[src/rtl/alu74181_pkg.sv]
// Shared types and constants for the nibble-serial 74181 sequencer.
// Function-select codes assume active-high data on the slice.
package alu74181_pkg;

  localparam int NIBBLE_W = 4;

  typedef enum logic [1:0] {
    IDLE = 2'd0,
    RUN  = 2'd1,
    DONE = 2'd2
  } seq_state_e;

  localparam logic [3:0] S_ADD    = 4'b1001;
  localparam logic [3:0] S_SUB    = 4'b0110;
  localparam logic [3:0] S_XOR    = 4'b0110;
  localparam logic [3:0] S_AND    = 4'b1011;
  localparam logic [3:0] S_OR     = 4'b1110;
  localparam logic [3:0] S_PASS_A = 4'b1111;

  function automatic int idx_w(input int nib);
    return (nib > 1) ? $clog2(nib) : 1;
  endfunction

endpackage

[src/rtl/alu74181_nibble_seq.sv]
// Drives one 74181 slice nibble-serially to build a WIDTH-bit result.
// Define ALU_SEQ_ZERO_FLAG_EN to add the res_zero output.
module alu74181_nibble_seq
  import alu74181_pkg::*;
#(
  parameter int WIDTH = 16
) (
  input  logic             clk,
  input  logic             rst,
  input  logic             req_valid,
  output logic             req_ready,
  input  logic [WIDTH-1:0] req_a,
  input  logic [WIDTH-1:0] req_b,
  input  logic [3:0]       req_s,
  input  logic             req_m,
  input  logic             req_cn,
  output logic [3:0]       alu_a,
  output logic [3:0]       alu_b,
  output logic [3:0]       alu_s,
  output logic             alu_m,
  output logic             alu_cn,
  input  logic [3:0]       alu_f,
  input  logic             alu_cout,
  input  logic             alu_p,
  input  logic             alu_g,
  output logic             res_valid,
  input  logic             res_ready,
  output logic [WIDTH-1:0] res_f,
  output logic             res_cout
`ifdef ALU_SEQ_ZERO_FLAG_EN
  ,
  output logic             res_zero
`endif
);

  localparam int NIB = WIDTH / NIBBLE_W;
  localparam int KW  = idx_w(NIB);
  localparam logic [KW-1:0] K_LAST = KW'(NIB - 1);

  seq_state_e       state_q, state_d;
  logic [WIDTH-1:0] a_sh_q, a_sh_d;
  logic [WIDTH-1:0] b_sh_q, b_sh_d;
  logic [3:0]       s_q, s_d;
  logic             m_q, m_d;
  logic [KW-1:0]    k_q, k_d;
  logic [3:0]       alu_a_q, alu_a_d;
  logic [3:0]       alu_b_q, alu_b_d;
  logic             alu_cn_q, alu_cn_d;
  logic [WIDTH-1:0] res_f_q, res_f_d;
  logic             res_cout_q, res_cout_d;
`ifdef ALU_SEQ_ZERO_FLAG_EN
  logic             zero_q, zero_d;
`endif

  // P/G are unused: carry is rippled, never looked ahead.
  logic unused_pg;
  assign unused_pg = &{1'b0, alu_p, alu_g};

  always_comb begin
    state_d    = state_q;
    a_sh_d     = a_sh_q;
    b_sh_d     = b_sh_q;
    s_d        = s_q;
    m_d        = m_q;
    k_d        = k_q;
    alu_a_d    = alu_a_q;
    alu_b_d    = alu_b_q;
    alu_cn_d   = alu_cn_q;
    res_f_d    = res_f_q;
    res_cout_d = res_cout_q;
`ifdef ALU_SEQ_ZERO_FLAG_EN
    zero_d     = zero_q;
`endif
    unique case (state_q)
      IDLE: begin
        if (req_valid) begin
          state_d    = RUN;
          alu_a_d    = req_a[3:0];
          alu_b_d    = req_b[3:0];
          a_sh_d     = req_a >> NIBBLE_W;
          b_sh_d     = req_b >> NIBBLE_W;
          alu_cn_d   = req_cn;
          s_d        = req_s;
          m_d        = req_m;
          k_d        = '0;
          res_f_d    = '0;
          res_cout_d = 1'b0;
`ifdef ALU_SEQ_ZERO_FLAG_EN
          zero_d     = 1'b1;
`endif
        end
      end
      RUN: begin
        res_f_d[{k_q, 2'b00} +: NIBBLE_W] = alu_f;
`ifdef ALU_SEQ_ZERO_FLAG_EN
        zero_d   = zero_q & (alu_f == 4'd0);
`endif
        alu_a_d  = a_sh_q[3:0];
        alu_b_d  = b_sh_q[3:0];
        a_sh_d   = a_sh_q >> NIBBLE_W;
        b_sh_d   = b_sh_q >> NIBBLE_W;
        alu_cn_d = alu_cout;
        if (k_q == K_LAST) begin
          res_cout_d = alu_cout;
          state_d    = DONE;
        end else begin
          k_d = k_q + KW'(1);
        end
      end
      DONE: begin
        if (res_ready) state_d = IDLE;
      end
      default: state_d = IDLE;
    endcase
  end

  always_ff @(posedge clk) begin
    if (rst) begin
      state_q    <= IDLE;
      a_sh_q     <= '0;
      b_sh_q     <= '0;
      s_q        <= '0;
      m_q        <= 1'b0;
      k_q        <= '0;
      alu_a_q    <= '0;
      alu_b_q    <= '0;
      alu_cn_q   <= 1'b0;
      res_f_q    <= '0;
      res_cout_q <= 1'b0;
`ifdef ALU_SEQ_ZERO_FLAG_EN
      zero_q     <= 1'b0;
`endif
    end else begin
      state_q    <= state_d;
      a_sh_q     <= a_sh_d;
      b_sh_q     <= b_sh_d;
      s_q        <= s_d;
      m_q        <= m_d;
      k_q        <= k_d;
      alu_a_q    <= alu_a_d;
      alu_b_q    <= alu_b_d;
      alu_cn_q   <= alu_cn_d;
      res_f_q    <= res_f_d;
      res_cout_q <= res_cout_d;
`ifdef ALU_SEQ_ZERO_FLAG_EN
      zero_q     <= zero_d;
`endif
    end
  end

  assign req_ready = (state_q == IDLE);
  assign res_valid = (state_q == DONE);
  assign alu_a     = alu_a_q;
  assign alu_b     = alu_b_q;
  assign alu_s     = s_q;
  assign alu_m     = m_q;
  assign alu_cn    = alu_cn_q;
  assign res_f     = res_f_q;
  assign res_cout  = res_cout_q;
`ifdef ALU_SEQ_ZERO_FLAG_EN
  assign res_zero  = zero_q;
`endif

endmodule

[config.mk]
export PLATFORM = sky130hd
export DESIGN_NAME = alu74181_nibble_seq
export DESIGN_NICKNAME = d
export VERILOG_FILES = /design/src/rtl/alu74181_pkg.sv /design/src/rtl/alu74181_nibble_seq.sv
export SDC_FILE = /design/constraint.sdc
export NUM_CORES = 1
export LEC_CHECK = 0
export ABC_AREA = 1
export CORE_MARGIN = 5
export CORE_UTILIZATION = 46
export CTS_CLUSTER_SIZE = 24
export DETAILED_ROUTE_END_ITERATION = 7
export HOLD_SLACK_MARGIN = 0.03
export PLACE_DENSITY = 0.76
export SLEW_MARGIN = 0
export SYNTH_ARGS = -nofsm -noshare
export SYNTH_HDL_FRONTEND = slang
export SYNTH_SLANG_ARGS = --single-unit
export TNS_END_PERCENT = 1
[constraint.sdc]
create_clock -name clk -period 1.7 [get_ports clk]
set_input_delay 0.255 -clock clk [delete_from_list [all_inputs] [get_ports clk]]
set_output_delay 0.255 -clock clk [all_outputs]
set_load 0.01 [all_outputs]
* Yosys cells after proc, flatten, opt, wreduce, memory -nomap -nowiden
Index checks and enable logic that the tools add are counted.
Storage, ports and cells: bits in registers 67, input port bits 49, output and inout port bits 33, word-level logic and storage cells 52
Cells by class: $add $sub $neg 2, equal/unequal tests 7, shift-type cells 2, muxes and demuxes 23, reductions and logical operators 7
Operators with widths (number):
- 16-bit one-hot mux with 2 select lines | 3
- 16-bit two-way mux | 3
- 16-bit bitwise mux | 1
- 4-bit one-hot mux with 2 select lines | 2
- 4-bit by 6-bit variable shift with 16-bit output (first input constant) | 1
- 4-bit by 6-bit variable part select with 16-bit output | 1
- 2-bit two-way mux | 5
- 3-bit AND reduction | 3
- 4-bit two-way mux | 2
- 2-bit != test (second input constant) | 3
- 4-bit negator with 6-bit output | 1
- 2-bit one-hot mux with 3 select lines | 1
- 2-bit == test (second input constant) | 2
- 1-bit one-hot mux with 2 select lines | 2
- 2-bit one-hot mux with 2 select lines | 1
- 2-bit AND reduction | 2
- 1-bit two-way mux | 3
- 2-bit by 1-bit adder with 2-bit output (second input constant) | 1
- 2-bit by 1-bit == test with 1-bit output (second input constant) | 1
- 2-bit zero test | 1
- 2-bit by 1-bit != test with 1-bit output (second input constant) | 1
- 2-bit nonzero test | 1

* Longest topological paths before layout
Gate-level depths: netlist of the first run.
word-level depth 4, gate-level depth with buffers 8, gate-level depth less buffers 8

* Worst setup path before layout of the first run
OpenSTA, ideal clock, no wires.
path kind flip-flop to flip-flop, start register k_q[0], end register res_f_q[0], in the netlist res_f[0], setup time 0.070 ns, data arrival time 1.449 ns, data required time 1.630 ns, setup slack 0.180 ns, stages on the path, launching flop included 8, buffers on the path 0, clock period less this slack 1.520 ns, cells stage by stage dfxtp_1 > inv_1 > ha_1 > inv_1 > nand2_1 > nor2_1 > nand2_1 > a21oi_1
On the way: word-level cells in the longest chain between the ends 4, elaborated cells between the ends (all ways) 5
Ends and longest elaborated chain:
- start: declaration | RTL line alu74181_nibble_seq.sv:45 | logic [KW-1:0] k_q, k_d;
- start signal: assignment | RTL line alu74181_nibble_seq.sv:139 | k_q <= k_d;
- 4-bit negator with 6-bit output * | RTL line alu74181_nibble_seq.sv:94 | res_f_d[{k_q, 2'b00} +: NIBBLE_W] = alu_f;
- 4-bit by 6-bit variable part select with 16-bit output / 4-bit by 6-bit variable shift with 16-bit output (equally long branches) | RTL line alu74181_nibble_seq.sv:94
- 16-bit bitwise mux * | RTL line alu74181_nibble_seq.sv:94
- 16-bit one-hot mux with 2 select lines * | RTL line alu74181_nibble_seq.sv:74 | unique case (state_q)
- end signal: assignment | RTL line alu74181_nibble_seq.sv:143 | res_f_q <= res_f_d;
- end: declaration | RTL line alu74181_nibble_seq.sv:49 | logic [WIDTH-1:0] res_f_q, res_f_d;
Mark *: on every way between the ends. The rest lies on a longest branch, timed or not. A chain may end at the register's enable or synchronous reset.

* Worst setup path after layout of the first run
start register k_q[1], end register res_f_q[6], in the netlist res_f[6]
Same word-level chain as after synthesis.

==> impl_metrics.ini, run 1 <==
[pwr]
p_int_w = 0.00254
peakVddDrop_v = 0.000607
p_per_area_nw_per_um2 = 950
p_switching_w = 0.000991
p_leak_nw = 1.61
seq_power_share = 0.441
p_clk_frac = 0.347
p_comb_frac = 0.212
swShare = 0.281
power_w = 0.00353

[drt]
post_drt_wl_per_cell_um = 13.1
vias = 2719
drc = 0
via_per_inst = 4.95
postRouteAntennaNets = 0
routed_wl_um = 7190
dr.pass1.iters = 7
drtIter0Drc = 173

[layout]
antenna_cells = 0
final_common_cell = nand2_1
mostFrequentLayoutCells = nand2_1, nor2_1, clkdlybuf4s50_1, dfxtp_1, o21ai_0
instances_no_fill = 549
final_util = 0.666
synthToLayoutAreaGrowth_pct = 39.4
fin_nets = 529
fill_cells = 529
drive_gt1_frac = 0.0776

[setup_path]
reg2reg_to = res_f[6]
worstPathRequired_ns = 1.97
crit_fanout = 6
reg2reg_slack_ns = 0.17
critPathLaunchType = flip-flop
timing.rr.start = k_q[1]
critical_path_class = reg -> reg
cp_data_arrival_time_ns = 1.80
end_kind = flip-flop
reg2reg_depth = 8

[sta]
finalClockSkew_ns = 0.00585
hold_viol_final = 0
slew_headroom = 0.629
rsz0062_at_grt = no
fin_crit_sh = 0.902
drv_slew = 0
tightest_slew_ns = 0.555
fmax_mhz = 652
min_period_ns = 1.53
setup_violations = 0
hold_ws_ns = 0.461
finalSetupTns_ns = 0

[synth]
synth_top_area_frac = 0.444
synthesis.nets = 445
postSynthCellCount = 390
synth_xor_area_frac = 0
syn_area_per_cell_um2 = 6.83
synth_compound_area_frac = 0.110
ys_top_cells_by_area = dfxtp_1, nand2_1, nor2_1
ys_ff_latch = 59
yosysTopAreaCell = dfxtp_1
synth_cell_type_count = 22
yosys_warnings = 0
yosys.area_share.simple = 0.352
synth_top_family_by_area = simple AND/OR/NAND/NOR gates
synthMuxAreaShare = 0
synth_adder_area_share = 0.0282
yosysSeqAreaShare = 0.444
synth_area_um2 = 2660

[clock_tree]
tritoncts = yes
post-cts-setup-buffers = 0
insertion_delay_ns = 0.33
cts.reportedPaths.clkPinSlew_ns = 0.06
cts_max_level = 3
cts_buffers = 9
clock-sinks = 59
root_buffer = clkbuf_8
clock_path_buffers = 2

[global_routing]
grt_pass1_vias = 2549
antenna_found_initial = 0
grt_max_degree = 34
grtUsageTotal = 0.201
grt_pass1_wl_um = 12000
grt_overflow = 0

[outcome]
status = completed

[floorplanning]
dieArea_um2 = 7410
rows = 27
ios = 82
fp.coreArea_um2 = 5570
die_w_um = 86.1
fp.dieH_um = 86.1
start_util = 0.478

[placement]
placed_cells = 535
place.gp.congestion = 0.859
port_buffers = 79
hpwl_um = 5060

[min_path]
min_from = a_sh_q[8]
worstHoldPathType = reg -> reg
holdPathStages = 2
whs_endpoint = a_sh_q[8]

[flow_run]
maxCapViolations = 0
cell type report:
class | count | area, um2 | area share
flip-flops and latches | 59 | 1180 | 0.319
inverters | 15 | 56.3 | 0.0152
multi-input cells | 297 | 1310 | 0.353
repair buffers | 92 | 890 | 0.240
clock buffers | 11 | 141 | 0.0381
clock inverters | 3 | 40.0 | 0.0108
well taps | 72 | 90.1 | 0.0243
critical path: stages (launching register included):
cell     delay, ns
dfxtp_2       0.36
inv_1         0.08
ha_1          0.35
inv_1         0.14
nor2_1        0.19
nand2_1       0.10
nor2_1        0.13
nor2_1        0.05
nor2_1        0.08
Yosys cell counts (all sizes together):
cell / count
a21oi: 21
and2: 1
buf: 15
clkbuf: 4
dfxtp: 59
ha: 6
inv: 15
nand2: 119
nand3: 15
nand4: 5
nor2: 92
nor3: 1
o21ai: 37
sequential cells by signal, summed over array words and instances, names as in the netlist, 2 cells and up:
name and flops:
k_q 2, res_f 16, state_q 2, a_sh_q 12
alu_a 4, alu_b 4, alu_s 4, b_sh_q 12
cells by family after synthesis:
| kind of cell | after synthesis |
|---|---|
| AND/OR/NAND/NOR | 233 |
| flip-flops | 59 |
| AO/OA/AOI/OAI | 58 |
| buffers and inverters | 34 |
| adder cells (fa/ha/maj) | 6 |
timing repair:
action,in CTS,in global routing
resized for setup,3,2
hold buffers,0,0
endpoints found under the setup margin,2,5
pin swaps,0,0
cloned,0,0
worst max path at each step:
stage,start,end,slack (ns),cells after the start
CTS,state_q[0],req_ready,0.03,2
detailed placement,req_valid,b_sh_q[9],0.009,6
finish,k_q[1],res_f[6],0.17,8
global route,k_q[1],res_f[6],0.02,8
floorplan,k_q[0],res_f[0],0.18,7
global placement,req_valid,a_sh_q[11],0.02,6
metrics by stage:
stage | area [um2] | setup WS, ns
after detailed placement | 3520 | 0.00910
after CTS | 3710 | 0.0309
after global placement | 3520 | 0.0214
after global routing | 3710 | 0.0201
after floorplan | 2660 | 0.180
final | 3710 | 0.166
power groups by stage:
stage / combinational (W) / sequential, W / clock, W
floorplan: 0.000403 / 0.00160 / 0
global placement: 0.000728 / 0.00158 / 0
detailed placement: 0.000739 / 0.00158 / 0
CTS: 0.000746 / 0.00156 / 0.00124
global route: 0.000839 / 0.00157 / 0.00130
finish: 0.000747 / 0.00156 / 0.00123
layer usage:
metal / vias to the layer above / GRT usage / routed length, um
met3: 11 / 0.0413 / 519
met5: - / 0 / 0
li1: 1392 / - / -
met1: 1210 / 0.274 / 3270
met4: 0 / 0.0878 / 110
met2: 106 / 0.307 / 3290
Note: power is estimated with default switching activity, not from simulation.
==> run 2, diff against run 1 <==
GPL_TIMING_DRIVEN = 1   (was not set)
==> results of run 2 <==
Same layout as run 1: the final DEF is identical, and so are final timing and power.
